<file path="config.mk">
export PLATFORM = sky130hd
export DESIGN_NAME = glue_cycle_ctrl_flat
export DESIGN_NICKNAME = d
export VERILOG_FILES = /design/src/rtl/glue_cycle_ctrl_if.sv /design/src/rtl/glue_cycle_ctrl.sv /design/src/flat_wrapper.sv
export SDC_FILE = /design/constraint.sdc
export NUM_CORES = 1
export LEC_CHECK = 0
export CORE_MARGIN = 2
export CORE_UTILIZATION = 29
export DETAILED_ROUTE_END_ITERATION = 10
export PLACE_DENSITY = 0.6
export SLEW_MARGIN = 20
export SYNTH_ARGS = -nofsm -noshare
export SYNTH_HDL_FRONTEND = slang
export SYNTH_SLANG_ARGS = --single-unit
export TNS_END_PERCENT = 20
</file>
<file path="constraint.sdc">
create_clock -name sysclk -period 2.5 [get_ports sysclk]
set_input_delay 0.5 -clock sysclk [delete_from_list [all_inputs] [get_ports sysclk]]
set_output_delay 0.5 -clock sysclk [all_outputs]
set_load 0.01 [all_outputs]
</file>
<file path="src/rtl/glue_cycle_ctrl_if.sv">
// CPU-side bus bundle between the 68000 pins, memmap decode and the cycle controller.
// The controller side uses the slave modport; the CPU/decode side uses master.
interface glue_cycle_ctrl_if #(
   parameter int unsigned NUM_CS = 4,
   parameter int unsigned WAIT_W = 4
);
   logic                       as_n;
   logic [2:0]                 fc;
   logic [NUM_CS-1:0]          cs;
   logic                       csunmap;
   logic [NUM_CS*WAIT_W-1:0]   wait_cfg;
   logic                       ext_rdy;
   logic                       dtack_n;
   logic                       berr_n;
   logic                       avec_n;

   modport master (
      output as_n, fc, cs, csunmap, wait_cfg, ext_rdy,
      input  dtack_n, berr_n, avec_n
   );

   modport slave (
      input  as_n, fc, cs, csunmap, wait_cfg, ext_rdy,
      output dtack_n, berr_n, avec_n
   );
endinterface

</file>
<file path="src/rtl/glue_cycle_ctrl.sv">
// 68000 bus-cycle controller: cpuclk divider, reset/halt stretch, DTACK/BERR termination.
// Optional interrupt-acknowledge autovectoring is enabled with `define GLUE_AVEC_EN.
module glue_cycle_ctrl #(
   parameter int unsigned CLK_DIV      = 8,
   parameter int unsigned RESET_CYCLES = 65535,
   parameter int unsigned NUM_CS       = 4,
   parameter int unsigned WAIT_W       = 4,
   parameter int unsigned BERR_TIMEOUT = 1024
) (
   input  logic               sysclk,
   input  logic               sysrst,
   output logic               cpuclk,
   output logic               cpurst_n,
   output logic               halt_n,
   output logic               cycle_busy,
   glue_cycle_ctrl_if.slave   bus
);

   localparam int unsigned DIV_W = (CLK_DIV > 2) ? $clog2(CLK_DIV) : 1;
   localparam int unsigned HALF  = CLK_DIV / 2;
   localparam int unsigned RST_W = $clog2(RESET_CYCLES + 1);
   localparam int unsigned TMO_W = $clog2(BERR_TIMEOUT);

`ifdef GLUE_AVEC_EN
   typedef enum logic [2:0] {
      ST_IDLE = 3'd0,
      ST_WAIT = 3'd1,
      ST_ACK  = 3'd2,
      ST_ERR  = 3'd3,
      ST_AVEC = 3'd4
   } state_e;
`else
   typedef enum logic [2:0] {
      ST_IDLE = 3'd0,
      ST_WAIT = 3'd1,
      ST_ACK  = 3'd2,
      ST_ERR  = 3'd3
   } state_e;
`endif

   logic [DIV_W-1:0]  div_cnt_q,   div_cnt_d;
   logic              cpuclk_q,    cpuclk_d;
   logic [RST_W-1:0]  rst_cnt_q,   rst_cnt_d;
   logic              cpurst_n_q,  cpurst_n_d;
   logic              as_m_q,      as_m_d;
   logic              as_s_q,      as_s_d;
   state_e            state_q,     state_d;
   logic [WAIT_W-1:0] wcnt_q,      wcnt_d;
   logic [TMO_W-1:0]  tcnt_q,      tcnt_d;
   logic              dtack_n_q,   dtack_n_d;
   logic              berr_n_q,    berr_n_d;
   logic              busy_q,      busy_d;
   logic              cpu_rise_c;
   logic              cs_any_c;
   logic [WAIT_W-1:0] sel_wait_c;

`ifdef GLUE_AVEC_EN
   logic              avec_n_q,    avec_n_d;
`else
   logic              fc_unused_c;
   assign fc_unused_c = ^bus.fc;
`endif

   // Clock divider and reset stretch; the stretch counter saturates at RESET_CYCLES.
   always_comb begin
      div_cnt_d  = (div_cnt_q == DIV_W'(CLK_DIV - 1)) ? '0 : div_cnt_q + DIV_W'(1);
      cpuclk_d   = (div_cnt_d >= DIV_W'(HALF));
      cpu_rise_c = (div_cnt_q == DIV_W'(HALF - 1));
      rst_cnt_d  = rst_cnt_q;
      cpurst_n_d = cpurst_n_q;
      if (cpu_rise_c && (rst_cnt_q != RST_W'(RESET_CYCLES))) begin
         rst_cnt_d = rst_cnt_q + RST_W'(1);
      end
      if (rst_cnt_d == RST_W'(RESET_CYCLES)) begin
         cpurst_n_d = 1'b1;
      end
   end

   // Two-flop synchroniser; as_s is the active-high strobe seen by the FSM.
   always_comb begin
      as_m_d = ~bus.as_n;
      as_s_d = as_m_q;
   end

   // Lowest-index chip select wins, so scan from the top down.
   always_comb begin
      cs_any_c   = |bus.cs;
      sel_wait_c = '0;
      for (int i = int'(NUM_CS) - 1; i >= 0; i--) begin
         if (bus.cs[i]) begin
            sel_wait_c = bus.wait_cfg[i*WAIT_W +: WAIT_W];
         end
      end
   end

   // Cycle FSM next-state and registered strobes.
   always_comb begin
      state_d   = state_q;
      wcnt_d    = wcnt_q;
      tcnt_d    = tcnt_q;
      dtack_n_d = dtack_n_q;
      berr_n_d  = berr_n_q;
`ifdef GLUE_AVEC_EN
      avec_n_d  = avec_n_q;
`endif
      case (state_q)
         ST_IDLE: begin
            if (cpurst_n_q && as_s_q) begin
`ifdef GLUE_AVEC_EN
               if (bus.fc == 3'b111) begin
                  state_d  = ST_AVEC;
                  avec_n_d = 1'b0;
               end else
`endif
               if (bus.csunmap || !cs_any_c) begin
                  state_d  = ST_ERR;
                  berr_n_d = 1'b0;
               end else begin
                  state_d = ST_WAIT;
                  wcnt_d  = sel_wait_c;
                  tcnt_d  = '0;
               end
            end
         end
         ST_WAIT: begin
            if (!as_s_q) begin
               state_d = ST_IDLE;
            end else if (tcnt_q == TMO_W'(BERR_TIMEOUT - 1)) begin
               state_d  = ST_ERR;
               berr_n_d = 1'b0;
            end else if (wcnt_q != '0) begin
               wcnt_d = wcnt_q - WAIT_W'(1);
               tcnt_d = tcnt_q + TMO_W'(1);
            end else if (bus.ext_rdy) begin
               state_d   = ST_ACK;
               dtack_n_d = 1'b0;
            end else begin
               tcnt_d = tcnt_q + TMO_W'(1);
            end
         end
         ST_ACK: begin
            if (!as_s_q) begin
               state_d   = ST_IDLE;
               dtack_n_d = 1'b1;
            end
         end
         ST_ERR: begin
            if (!as_s_q) begin
               state_d  = ST_IDLE;
               berr_n_d = 1'b1;
            end
         end
`ifdef GLUE_AVEC_EN
         ST_AVEC: begin
            if (!as_s_q) begin
               state_d  = ST_IDLE;
               avec_n_d = 1'b1;
            end
         end
`endif
         default: begin
            state_d = ST_IDLE;
         end
      endcase
      busy_d = (state_d != ST_IDLE);
   end

   always_ff @(posedge sysclk) begin
      if (sysrst) begin
         div_cnt_q  <= '0;
         cpuclk_q   <= 1'b0;
         rst_cnt_q  <= '0;
         cpurst_n_q <= 1'b0;
         as_m_q     <= 1'b0;
         as_s_q     <= 1'b0;
         state_q    <= ST_IDLE;
         wcnt_q     <= '0;
         tcnt_q     <= '0;
         dtack_n_q  <= 1'b1;
         berr_n_q   <= 1'b1;
         busy_q     <= 1'b0;
      end else begin
         div_cnt_q  <= div_cnt_d;
         cpuclk_q   <= cpuclk_d;
         rst_cnt_q  <= rst_cnt_d;
         cpurst_n_q <= cpurst_n_d;
         as_m_q     <= as_m_d;
         as_s_q     <= as_s_d;
         state_q    <= state_d;
         wcnt_q     <= wcnt_d;
         tcnt_q     <= tcnt_d;
         dtack_n_q  <= dtack_n_d;
         berr_n_q   <= berr_n_d;
         busy_q     <= busy_d;
      end
   end

`ifdef GLUE_AVEC_EN
   always_ff @(posedge sysclk) begin
      if (sysrst) begin
         avec_n_q <= 1'b1;
      end else begin
         avec_n_q <= avec_n_d;
      end
   end
   assign bus.avec_n = avec_n_q;
`else
   assign bus.avec_n = 1'b1;
`endif

   assign cpuclk      = cpuclk_q;
   assign cpurst_n    = cpurst_n_q;
   assign halt_n      = cpurst_n_q;
   assign cycle_busy  = busy_q;
   assign bus.dtack_n = dtack_n_q;
   assign bus.berr_n  = berr_n_q;

endmodule
</file>
<file path="src/flat_wrapper.sv">
// flat-port wrapper written by rule: the top's interface ports become plain ports
module glue_cycle_ctrl_flat 
#(
   parameter int unsigned CLK_DIV      = 8,
   parameter int unsigned RESET_CYCLES = 65535,
   parameter int unsigned NUM_CS       = 4,
   parameter int unsigned WAIT_W       = 4,
   parameter int unsigned BERR_TIMEOUT = 1024
)
  (sysclk, sysrst, cpuclk, cpurst_n, halt_n, cycle_busy, bus_as_n, bus_fc, bus_cs, bus_csunmap, bus_wait_cfg, bus_ext_rdy, bus_dtack_n, bus_berr_n, bus_avec_n);
  glue_cycle_ctrl_if #(.NUM_CS(NUM_CS), .WAIT_W(WAIT_W)) bus_i ();
  input  logic sysclk;
  input  logic sysrst;
  output logic cpuclk;
  output logic cpurst_n;
  output logic halt_n;
  output logic cycle_busy;
  input wire logic [$bits(bus_i.as_n)-1:0] bus_as_n;
  input wire logic [$bits(bus_i.fc)-1:0] bus_fc;
  input wire logic [$bits(bus_i.cs)-1:0] bus_cs;
  input wire logic [$bits(bus_i.csunmap)-1:0] bus_csunmap;
  input wire logic [$bits(bus_i.wait_cfg)-1:0] bus_wait_cfg;
  input wire logic [$bits(bus_i.ext_rdy)-1:0] bus_ext_rdy;
  output wire logic [$bits(bus_i.dtack_n)-1:0] bus_dtack_n;
  output wire logic [$bits(bus_i.berr_n)-1:0] bus_berr_n;
  output wire logic [$bits(bus_i.avec_n)-1:0] bus_avec_n;
  assign bus_i.as_n = bus_as_n;
  assign bus_i.fc = bus_fc;
  assign bus_i.cs = bus_cs;
  assign bus_i.csunmap = bus_csunmap;
  assign bus_i.wait_cfg = bus_wait_cfg;
  assign bus_i.ext_rdy = bus_ext_rdy;
  assign bus_dtack_n = bus_i.dtack_n;
  assign bus_berr_n = bus_i.berr_n;
  assign bus_avec_n = bus_i.avec_n;
  glue_cycle_ctrl #(.CLK_DIV(CLK_DIV), .RESET_CYCLES(RESET_CYCLES), .NUM_CS(NUM_CS), .WAIT_W(WAIT_W), .BERR_TIMEOUT(BERR_TIMEOUT)) u_core (.sysclk(sysclk), .sysrst(sysrst), .cpuclk(cpuclk), .cpurst_n(cpurst_n), .halt_n(halt_n), .cycle_busy(cycle_busy), .bus(bus_i));
endmodule
</file>
==> report_table.html, run 1 <==
<table>
<tr><th>Metric</th><th>Value</th></tr>
<tr><th colspan="2">Floorplan</th></tr>
<tr><td>Horizontal die dimension</td><td>94.76 µm</td></tr>
<tr><td>Die area</td><td>approximately 9000 µm²</td></tr>
<tr><td>Core outline area</td><td>roughly 8000 µm²</td></tr>
<tr><td>Floorplan die height</td><td>around 95 µm</td></tr>
<tr><td>Ports placed on the boundary</td><td>35</td></tr>
<tr><td>Initial core utilization</td><td>29.51%</td></tr>
<tr><td>Number of rows in the core area</td><td>33</td></tr>
<tr><th colspan="2">Layout</th></tr>
<tr><td>Final cell utilization of the core</td><td>36.30%</td></tr>
<tr><td>Antenna diode count</td><td>0</td></tr>
<tr><td>Area added between synthesis and finish</td><td>23.00%</td></tr>
<tr><td>Fillers</td><td>838</td></tr>
<tr><td>Fraction of final layout cells with drive strength greater than 1</td><td>between 10% and 20%</td></tr>
<tr><td>Number of nets in the layout</td><td>approximately 350</td></tr>
<tr><th colspan="2">Pwr</th></tr>
<tr><td>Flop pwr share</td><td>51.2%</td></tr>
<tr><td>Share of total power in the clock network</td><td>41.0%</td></tr>
<tr><td>Reported net switching power</td><td>0.0002954 W</td></tr>
<tr><td>Leakage power of the design</td><td>a little over 1 nW</td></tr>
<tr><td>Combinational power share</td><td>a little under 8%</td></tr>
<tr><td>Pwr dens</td><td>453.0 nW/µm²</td></tr>
<tr><td>Largest voltage drop on the vdd net</td><td>201.2 µV</td></tr>
<tr><td>Int Power</td><td>0.001035 W</td></tr>
<tr><td>Switching portion of total power</td><td>approximately 22%</td></tr>
<tr><th colspan="2">Critical path</th></tr>
<tr><td>Crit-path max cell delay</td><td>0.47 ns</td></tr>
<tr><td>Number of buffers and inverters on the critical path</td><td>2</td></tr>
<tr><td>Data required time at the worst endpoint</td><td>2.70 ns</td></tr>
<tr><td>Critical-path cell list</td><td>clkdlybuf4s50_1 -&gt; nor4_1 -&gt; buf_4 -&gt; o21a_1 -&gt; o21ai_0 -&gt; a21oi_1 -&gt; a21boi_0 -&gt; a311o_1</td></tr>
<tr><td>Highest fanout seen on the critical path</td><td>3</td></tr>
<tr><td>Critical setup path kind</td><td>in -&gt; reg</td></tr>
<tr><td>Worst Setup Start Kind</td><td>input port</td></tr>
<tr><td>Highest-delay cell along the critical path</td><td>nor4_1</td></tr>
<tr><td>Arrival time reported for the critical path endpoint</td><td>2.38 ns</td></tr>
<tr><td>Largest delay contributor family on the critical path</td><td>compound AO/OA/AOI/OAI gates</td></tr>
<tr><td>Setup crit end kind</td><td>register</td></tr>
<tr><th colspan="2">Clock tree</th></tr>
<tr><td>Clock edge transition at the registers on the reported setup and hold paths</td><td>~0.090 ns</td></tr>
<tr><td>Max Buffers Root-to-Sink</td><td>2</td></tr>
<tr><td>Number of resized instances in the post-cts repair step</td><td>0</td></tr>
<tr><td>TritonCTS clock tree</td><td>built</td></tr>
<tr><td>Number of buffers added to fix hold violations after cts</td><td>0</td></tr>
<tr><td>Number of H-tree branching levels</td><td>2</td></tr>
<tr><td>Setup Fix Bufs, Post-CTS</td><td>0</td></tr>
<tr><td>Buffer type at the clock tree root</td><td>clkbuf_8</td></tr>
<tr><td>Number of clock sinks</td><td>42</td></tr>
<tr><td>Worst-skew pair later-pin latency</td><td>about 0.30 ns</td></tr>
<tr><td>Total CTS buffers</td><td>5</td></tr>
<tr><th colspan="2">GRT</th></tr>
<tr><td>Number of global-route vias before repair</td><td>2004</td></tr>
<tr><td>Maximum number of pins on one net before global-route repair</td><td>17</td></tr>
<tr><td>GRT Residual Overflow</td><td>0</td></tr>
<tr><td>All-layer global routing usage</td><td>12.60%</td></tr>
<tr><td>Global-route wire length before repair</td><td>8894 µm</td></tr>
<tr><td>Initial antenna violation count</td><td>0</td></tr>
<tr><th colspan="2">Synthesis</th></tr>
<tr><td>Largest cells by area after synthesis</td><td>dfxtp_1 (35%), xor2_1 (6.6%), nor2_1 (5.5%)</td></tr>
<tr><td>Syn Std Cell Area</td><td>2389 µm²</td></tr>
<tr><td>Number of synthesized flops with an enable pin</td><td>0</td></tr>
<tr><td>Seq cells post-synth</td><td>42</td></tr>
<tr><td>Cell accounting for the most synthesized area</td><td>dfxtp_1</td></tr>
<tr><td>Most common cell in the synthesized netlist</td><td>dfxtp_1</td></tr>
<tr><td>Share of async-settable or async-resettable flops after synthesis</td><td>0%</td></tr>
<tr><td>Sequential fraction of the synthesis area</td><td>35.20%</td></tr>
<tr><td>Ranking of synthesized cells by instance count</td><td>dfxtp_1 (42), nor2_1 (35), xor2_1 (18), nand2_1 (17), nand3_1 (16)</td></tr>
<tr><td>Mean cell area of the mapped netlist</td><td>approximately 8.6 µm²</td></tr>
<tr><td>Total of warnings raised by yosys</td><td>0</td></tr>
<tr><td>Synthesized net count</td><td>312</td></tr>
<tr><td>Number of different library cells in the post-synthesis netlist</td><td>55</td></tr>
<tr><td>Synth Flop Type</td><td>dfxtp_1</td></tr>
<tr><td>Post-Syn Instances</td><td>277</td></tr>
<tr><td>Top-area cell type share of the netlist area</td><td>35.20%</td></tr>
<tr><th colspan="2">Routing</th></tr>
<tr><td>Routed wire length</td><td>5214 µm</td></tr>
<tr><td>Detailed-router iteration count before antenna repair</td><td>4</td></tr>
<tr><td>Starting DRT DRC Count</td><td>61</td></tr>
<tr><td>Vias post-DR</td><td>2059</td></tr>
<tr><td>DRC violation count after routing</td><td>0</td></tr>
<tr><td>Antenna-violating nets left</td><td>0</td></tr>
<tr><td>Drt wl/cell</td><td>about 12 µm</td></tr>
<tr><td>Ratio of routed vias to standard cells</td><td>4.914</td></tr>
<tr><th colspan="2">Run</th></tr>
<tr><td>Max-capacitance violation count</td><td>0</td></tr>
<tr><th colspan="2">STA</th></tr>
<tr><td>Post-route clock period utilization</td><td>87.54%</td></tr>
<tr><td>Fin. Hold Viols</td><td>0</td></tr>
<tr><td>Pins over their slew limit</td><td>0</td></tr>
<tr><td>Setup WS post-layout</td><td>0.3115 ns</td></tr>
<tr><td>Total setup violations reported at the end of the flow</td><td>0</td></tr>
<tr><td>Pin slew with the least headroom to its limit</td><td>0.6185 ns</td></tr>
<tr><td>Shortest period the worst path allows</td><td>2.189 ns</td></tr>
<tr><td>Setup repair after global routing missed its margin</td><td>no</td></tr>
<tr><td>Achievable Freq</td><td>456.9 MHz</td></tr>
<tr><td>Fin Clk Skew</td><td>between 0.007 and 0.008 ns</td></tr>
<tr><td>Max-slew headroom</td><td>58.23%</td></tr>
<tr><th colspan="2">Status</th></tr>
<tr><td>Run status</td><td>finished, final reports clean</td></tr>
<tr><th colspan="2">Placed design</th></tr>
<tr><td>Post-Place Worst Slack</td><td>-0.02800 ns</td></tr>
<tr><td>Global placer's final weighted congestion</td><td>between 0.8 and 0.9</td></tr>
<tr><td>Half-perimeter wire length after placement</td><td>3811 µm</td></tr>
<tr><td>PortBufs</td><td>30</td></tr>
<tr><th colspan="2">Worst hold path</th></tr>
<tr><td>Type of the tightest min-delay check</td><td>reg -&gt; reg</td></tr>
</table>
==> routing by layer <==
layer	vias up	track usage, %	share of wire, %
li1	1061	-	-
met4	0	5.072	1.5
met5	-	0	0
met3	9	3.911	6.8
met2	50	21.87	48
met1	939	14.32	44
==> power by group through the flow <==
stage / logic, W / clock network [W] / registers [W]
after floorplan: 0.0000475 / 0 / 0.000697
after CTS: 0.000105 / 0.000573 / 0.000682
after global routing: 0.000115 / 0.000603 / 0.000683
after global placement: 0.000104 / 0 / 0.000697
final: 0.000104 / 0.000545 / 0.000681
after detailed placement: 0.000104 / 0 / 0.000697
==> state kept, by name, indices dropped and copies added, names as in the netlist <==
register,cells
u_core.bus.dtack_n,1
u_core.bus.berr_n,1
u_core.wcnt_q,4
u_core.div_cnt_q,2
u_core.as_s_q,1
u_core.as_m_q,1
u_core.cpurst_n,1
u_core.tcnt_q,10
u_core.cpuclk,1
u_core.rst_cnt_q,16
u_core.state_q,3
u_core.cycle_busy,1
==> logic make-up (layout without fill, tap and decap cells) <==
family / after synthesis / after routing / synth area share (%)
AO/OA/AOI/OAI: 58 / 58 / 18.49
XOR/XNOR: 21 / 21 / 7.701
adder cells (fa/ha/maj): 7 / 7 / 3.667
buffers and inverters: 18 / 55 / 4.557
flip-flops: 42 / 42 / 35.20
multiplexers: 1 / 1 / 0.4191
other: 2 / 2 / 0.3144
AND/OR/NAND/NOR: 128 / 128 / 29.65
==> cell type report <==
cell class / instances / area (µm²) / area share (%)
multi-input combinational: 217 / 1439 / 48.98
sequential: 42 / 840.8 / 28.62
timing repair buffer: 43 / 397.9 / 13.54
tap: 105 / 131.4 / 4.472
clock buffer: 5 / 68.82 / 2.342
clock inverter: 3 / 45.04 / 1.533
inverter: 4 / 15.01 / 0.5111
==> placed cells by master (no fill, tap or decap), types with 3 or more instances in the layout <==
cell / netlist / routed
dfxtp_1: 42 / 42
nor2_1: 35 / 35
clkdlybuf4s50_1: 0 / 30
xor2_1: 18 / 18
nand2_1: 17 / 17
nand3_1: 16 / 16
a21oi_1: 14 / 14
buf_4: 5 / 13
nor2b_1: 8 / 8
and3_1: 7 / 7
nand4_1: 7 / 7
o21ai_0: 7 / 7
ha_1: 7 / 7
o31ai_1: 6 / 6
nand2b_1: 6 / 6
nor3_1: 6 / 6
clkbuf_8: 0 / 5
inv_1: 4 / 4
and2_1: 4 / 4
a221oi_1: 4 / 4
a31oi_1: 4 / 4
or3_1: 3 / 3
xnor2_1: 3 / 3
nand3b_1: 3 / 3
==> path summary, 6_finish.rpt <==
| path | start | slack, ns | to | depth (start not counted) |
|---|---|---|---|---|
| worst max-delay path | bus_cs[1] | 0.31 | u_core.bus.berr_n | 8 |
| worst min-delay path | u_core.div_cnt_q[0] | 0.43 | u_core.div_cnt_q[0] | 1 |
| worst max register to register | u_core.rst_cnt_q[5] | 0.35 | u_core.cpurst_n | 6 |
| worst min register to register | u_core.div_cnt_q[0] | 0.43 | u_core.div_cnt_q[0] | 1 |
==> metrics by stage <==
step | cells | setup TNS [ns] | instance area, µm² | total power [W] | hold WS (ns)
global placement | 411 | 0 | 2824 | 0.0008011 | 0.4122
detailed placement | 411 | -0.02800 | 2824 | 0.0008019 | 0.4223
finish | 419 | 0 | 2938 | 0.001331 | 0.4307
CTS | 419 | 0 | 2938 | 0.001360 | 0.4350
floorplan | 277 | 0 | 2389 | 0.0007442 | 0.4043
global route | 419 | 0 | 2938 | 0.001401 | 0.4545
No activity file was read; power rests on OpenSTA's default activity.
==> run 2: changes to the inputs <==
==> constraint.sdc (replaced) <==
create_clock -name sysclk -period 2.5 [get_ports sysclk]
set_input_delay 0.25 -clock sysclk [delete_from_list [all_inputs] [get_ports sysclk]]
set_output_delay 0.25 -clock sysclk [all_outputs]
set_load 0.01 [all_outputs]
==> run 2 against run 1 <==
Effect of this change:
- clock skew shrank 0.0022 ns
- hold slack worse by 0.00094 ns
- sequential power barely moved
- clock power down 15%
- via count about the same
- critical path depth shrank 2
- final cell count decreased by 1.2%
- worst setup slack better by 0.028 ns
- combinational power about the same
- total power down 6.2%
==> report_table.html, run 2 (synthesis gave the netlist of run 1 again) <==
<table>
<tr><th>Metric</th><th>Value</th></tr>
<tr><th colspan="2">Layout</th></tr>
<tr><td>Fillers</td><td>855 (+2.0%)</td></tr>
<tr><td>Largest reg by FF count</td><td>u_core.rst_cnt_q</td></tr>
<tr><td>Area added between synthesis and finish</td><td>20.64%</td></tr>
<tr><td>Most common cell after layout, fill and taps aside</td><td>dfxtp_1</td></tr>
<tr><td>Flip-flop count of the largest register after layout</td><td>16 (unchanged)</td></tr>
<tr><td>Number of nets in the layout</td><td>343 (-1.4%)</td></tr>
<tr><td>Final standard cell count with taps included and fillers excluded</td><td>414 (-1.2%)</td></tr>
<tr><td>Antenna diode count</td><td>0 (unchanged)</td></tr>
<tr><td>Commonest non-fill, non-tap cells in the layout</td><td>dfxtp_1 (42), nor2_1 (35), clkdlybuf4s50_1 (30)</td></tr>
<tr><td>Regs by FF count</td><td>u_core.rst_cnt_q x16, u_core.tcnt_q x10, u_core.wcnt_q x4</td></tr>
<tr><td>Fraction of final layout cells with drive strength greater than 1</td><td>10.03% (-1.4 points)</td></tr>
<tr><th colspan="2">STA</th></tr>
<tr><td>Total negative setup slack</td><td>0 ns (unchanged)</td></tr>
<tr><td>Max-slew headroom</td><td>56.54% (-1.7 points)</td></tr>
<tr><td>Fin. Hold Viols</td><td>0 (unchanged)</td></tr>
<tr><td>Fin Clk Skew</td><td>0.005748 ns (-0.002157 ns)</td></tr>
<tr><td>Post-route clock period utilization</td><td>86.42% (-1.1 points)</td></tr>
<tr><td>Total setup violations reported at the end of the flow</td><td>0 (unchanged)</td></tr>
<tr><td>Pin slew with the least headroom to its limit</td><td>0.6459 ns (+0.02742 ns)</td></tr>
<tr><td>Achievable Freq</td><td>462.8 MHz (+1.3%)</td></tr>
<tr><td>Pins over their slew limit</td><td>0 (unchanged)</td></tr>
<tr><td>Shortest period the worst path allows</td><td>2.161 ns (-0.02788 ns)</td></tr>
<tr><td>Setup repair after global routing missed its margin</td><td>no</td></tr>
<tr><th colspan="2">Floorplan</th></tr>
<tr><td>Core outline area</td><td>8093 µm² (unchanged)</td></tr>
<tr><td>Number of rows in the core area</td><td>33 (unchanged)</td></tr>
<tr><td>Ports placed on the boundary</td><td>35 (unchanged)</td></tr>
<tr><td>Initial core utilization</td><td>29.51% (unchanged)</td></tr>
<tr><td>Horizontal die dimension</td><td>94.76 µm (unchanged)</td></tr>
<tr><td>Floorplan die height</td><td>94.76 µm (unchanged)</td></tr>
<tr><td>Die area</td><td>8979 µm² (unchanged)</td></tr>
<tr><th colspan="2">Worst hold path</th></tr>
<tr><td>Type of the tightest min-delay check</td><td>reg -&gt; reg</td></tr>
<tr><th colspan="2">Clock tree</th></tr>
<tr><td>Total CTS buffers</td><td>5 (unchanged)</td></tr>
<tr><td>TritonCTS clock tree</td><td>built</td></tr>
<tr><td>Max Buffers Root-to-Sink</td><td>2 (unchanged)</td></tr>
<tr><td>Worst-skew pair later-pin latency</td><td>0.30 ns (about the same)</td></tr>
<tr><td>Clock edge transition at the registers on the reported setup and hold paths</td><td>0.08 ns (about the same)</td></tr>
<tr><td>Buffer type at the clock tree root</td><td>clkbuf_8</td></tr>
<tr><td>Number of resized instances in the post-cts repair step</td><td>0 (unchanged)</td></tr>
<tr><td>Number of clock sinks</td><td>42 (unchanged)</td></tr>
<tr><td>Number of H-tree branching levels</td><td>2 (unchanged)</td></tr>
<tr><td>Setup Fix Bufs, Post-CTS</td><td>0 (unchanged)</td></tr>
<tr><td>Number of buffers added to fix hold violations after cts</td><td>0 (unchanged)</td></tr>
<tr><th colspan="2">Routing</th></tr>
<tr><td>Antenna-violating nets left</td><td>0 (unchanged)</td></tr>
<tr><td>Starting DRT DRC Count</td><td>93 (+52%)</td></tr>
<tr><td>Vias post-DR</td><td>2060 (+0.049%)</td></tr>
<tr><td>Drt wl/cell</td><td>12.83 µm (+3.1%)</td></tr>
<tr><td>DRC violation count after routing</td><td>0 (unchanged)</td></tr>
<tr><td>Ratio of routed vias to standard cells</td><td>4.976 (+1.3%)</td></tr>
<tr><td>Routed wire length</td><td>5310 µm (+1.8%)</td></tr>
<tr><td>Detailed-router iteration count before antenna repair</td><td>4 (unchanged)</td></tr>
<tr><th colspan="2">Critical path</th></tr>
<tr><td>Top cell by count, worst path</td><td>and3_1</td></tr>
<tr><td>Highest fanout seen on the critical path</td><td>9 (+6)</td></tr>
<tr><td>Depth of the worst register-to-register path</td><td>6 (unchanged)</td></tr>
<tr><td>CP Launch Point</td><td>u_core.rst_cnt_q[6]</td></tr>
<tr><td>Capturing point of the worst reg2reg path</td><td>u_core.cpurst_n</td></tr>
<tr><td>Worst Setup EP</td><td>u_core.cpurst_n</td></tr>
<tr><td>Setup crit end kind</td><td>register</td></tr>
<tr><td>Largest delay contributor family on the critical path</td><td>simple AND/OR/NAND/NOR gates</td></tr>
<tr><td>Critical setup path kind</td><td>reg -&gt; reg</td></tr>
<tr><td>Arrival time reported for the critical path endpoint</td><td>2.38 ns (about the same)</td></tr>
<tr><td>Worst R2R Start</td><td>u_core.rst_cnt_q[6]</td></tr>
<tr><td>Worst Setup Start Kind</td><td>register</td></tr>
<tr><td>Data required time at the worst endpoint</td><td>2.72 ns (+0.02 ns)</td></tr>
<tr><td>Reg2Reg Setup Slack</td><td>0.34 ns (about the same)</td></tr>
<tr><td>Critical-path cell list</td><td>and3_1 -&gt; and3_1 -&gt; a21oi_4 -&gt; nor4b_1 -&gt; nor3_1 -&gt; o31ai_2</td></tr>
<tr><td>Highest-delay cell along the critical path</td><td>dfxtp_1</td></tr>
<tr><td>Number of stages on the worst setup path</td><td>6 (-2)</td></tr>
<tr><td>Number of buffers and inverters on the critical path</td><td>0 (-2)</td></tr>
<tr><td>Crit-path max cell delay</td><td>0.45 ns (-0.02 ns)</td></tr>
<tr><th colspan="2">GRT</th></tr>
<tr><td>Number of global-route vias before repair</td><td>1936 (-3.4%)</td></tr>
<tr><td>Maximum number of pins on one net before global-route repair</td><td>31 (+14)</td></tr>
<tr><td>Global-route wire length before repair</td><td>8914 µm (+0.22%)</td></tr>
<tr><td>Initial antenna violation count</td><td>0 (unchanged)</td></tr>
<tr><td>All-layer global routing usage</td><td>12.47% (-0.12 points)</td></tr>
<tr><td>GRT Residual Overflow</td><td>0 (unchanged)</td></tr>
<tr><th colspan="2">Placed design</th></tr>
<tr><td>PortBufs</td><td>30 (unchanged)</td></tr>
<tr><td>Global placer's final weighted congestion</td><td>0.8417 (+2.2%)</td></tr>
<tr><td>Post-placement cell count</td><td>406 (-1.2%)</td></tr>
<tr><td>Half-perimeter wire length after placement</td><td>3883 µm (+1.9%)</td></tr>
<tr><th colspan="2">Status</th></tr>
<tr><td>Run status</td><td>finished, final reports clean</td></tr>
<tr><th colspan="2">Pwr</th></tr>
<tr><td>Leakage power of the design</td><td>0.9840 nW (-2.6%)</td></tr>
<tr><td>Largest voltage drop on the vdd net</td><td>172.5 µV (-14%)</td></tr>
<tr><td>Pwr dens</td><td>433.0 nW/µm² (-4.4%)</td></tr>
<tr><th colspan="2">Run</th></tr>
<tr><td>Max-capacitance violation count</td><td>0 (unchanged)</td></tr>
</table>
[run 2: cell types whose count changed in the layout (fill, tap and decap cells not counted), sizes merged]
cell and change:
buf -5, bufinv -1, clkbuf +1, clkinv +1, clkinvlp -1
[run 2: layout make-up]
type,instances,area [µm²],area share [%]
inverters,4,15.01,0.5211
flip-flops and latches,42,840.8,29.18
repair buffers,38,360.3,12.51
multi-input cells,217,1439,49.93
clock inverters,2,12.51,0.4342
well taps,105,131.4,4.559
clock buffers,6,82.58,2.866
[run 2: per-stage QoR]
| step | hold slack, ns | area [µm²] | setup WS [ns] | total power (W) | util, % |
|---|---|---|---|---|---|
| global route | 0.4687 | 2882 | 0.1718 | 0.001300 | 35.61 |
| CTS | 0.4372 | 2882 | 0.3263 | 0.001265 | 35.61 |
| finish | 0.4298 | 2882 | 0.3394 | 0.001248 | 35.61 |
| global placement | 0.4147 | 2786 | 0.1621 | 0.0007986 | 34.43 |
| floorplan | 0.3167 | 2389 | 0.6363 | 0.0007442 | - |
| detailed placement | 0.4242 | 2786 | 0.1795 | 0.0007996 | 34.43 |
[run 2: power by group]
group          internal (W)  switching (W)  total, W  leakage [nW]
logic             0.0000598      0.0000410  0.000101         0.597
registers          0.000676     0.00000602  0.000682         0.340
clock network      0.000222       0.000243  0.000465        0.0472
[run 2: how the worst min path moves through the flow]
| stage | depth (start not counted) | from | to | slack (ns) |
|---|---|---|---|---|
| finish | 1 | u_core.div_cnt_q[0] | u_core.div_cnt_q[0] | 0.43 |
| global placement | 1 | u_core.div_cnt_q[0] | u_core.div_cnt_q[0] | 0.41 |
| floorplan | 1 | sysrst | u_core.rst_cnt_q[13] | 0.32 |
| detailed placement | 1 | u_core.div_cnt_q[0] | u_core.div_cnt_q[0] | 0.42 |
| CTS | 1 | u_core.div_cnt_q[0] | u_core.div_cnt_q[0] | 0.44 |
| global route | 1 | u_core.div_cnt_q[0] | u_core.div_cnt_q[0] | 0.47 |
[run 2: routing by layer]
layer  global-route usage, %  vias to the layer above  share of wire [%]
met5                       0                        -                  0
met4                   3.744                        0               0.89
met3                   3.911                        5                6.1
met2                   19.27                       43                 43
met1                   16.64                      958                 50
li1                        -                     1054                  -
==> run 3: changes to the inputs <==
Settings changed: ABC_CLOCK_PERIOD_IN_PS set to 2500.
==> results of run 3 <==
The final DEF is identical to that of run 2; final timing and power are the same.
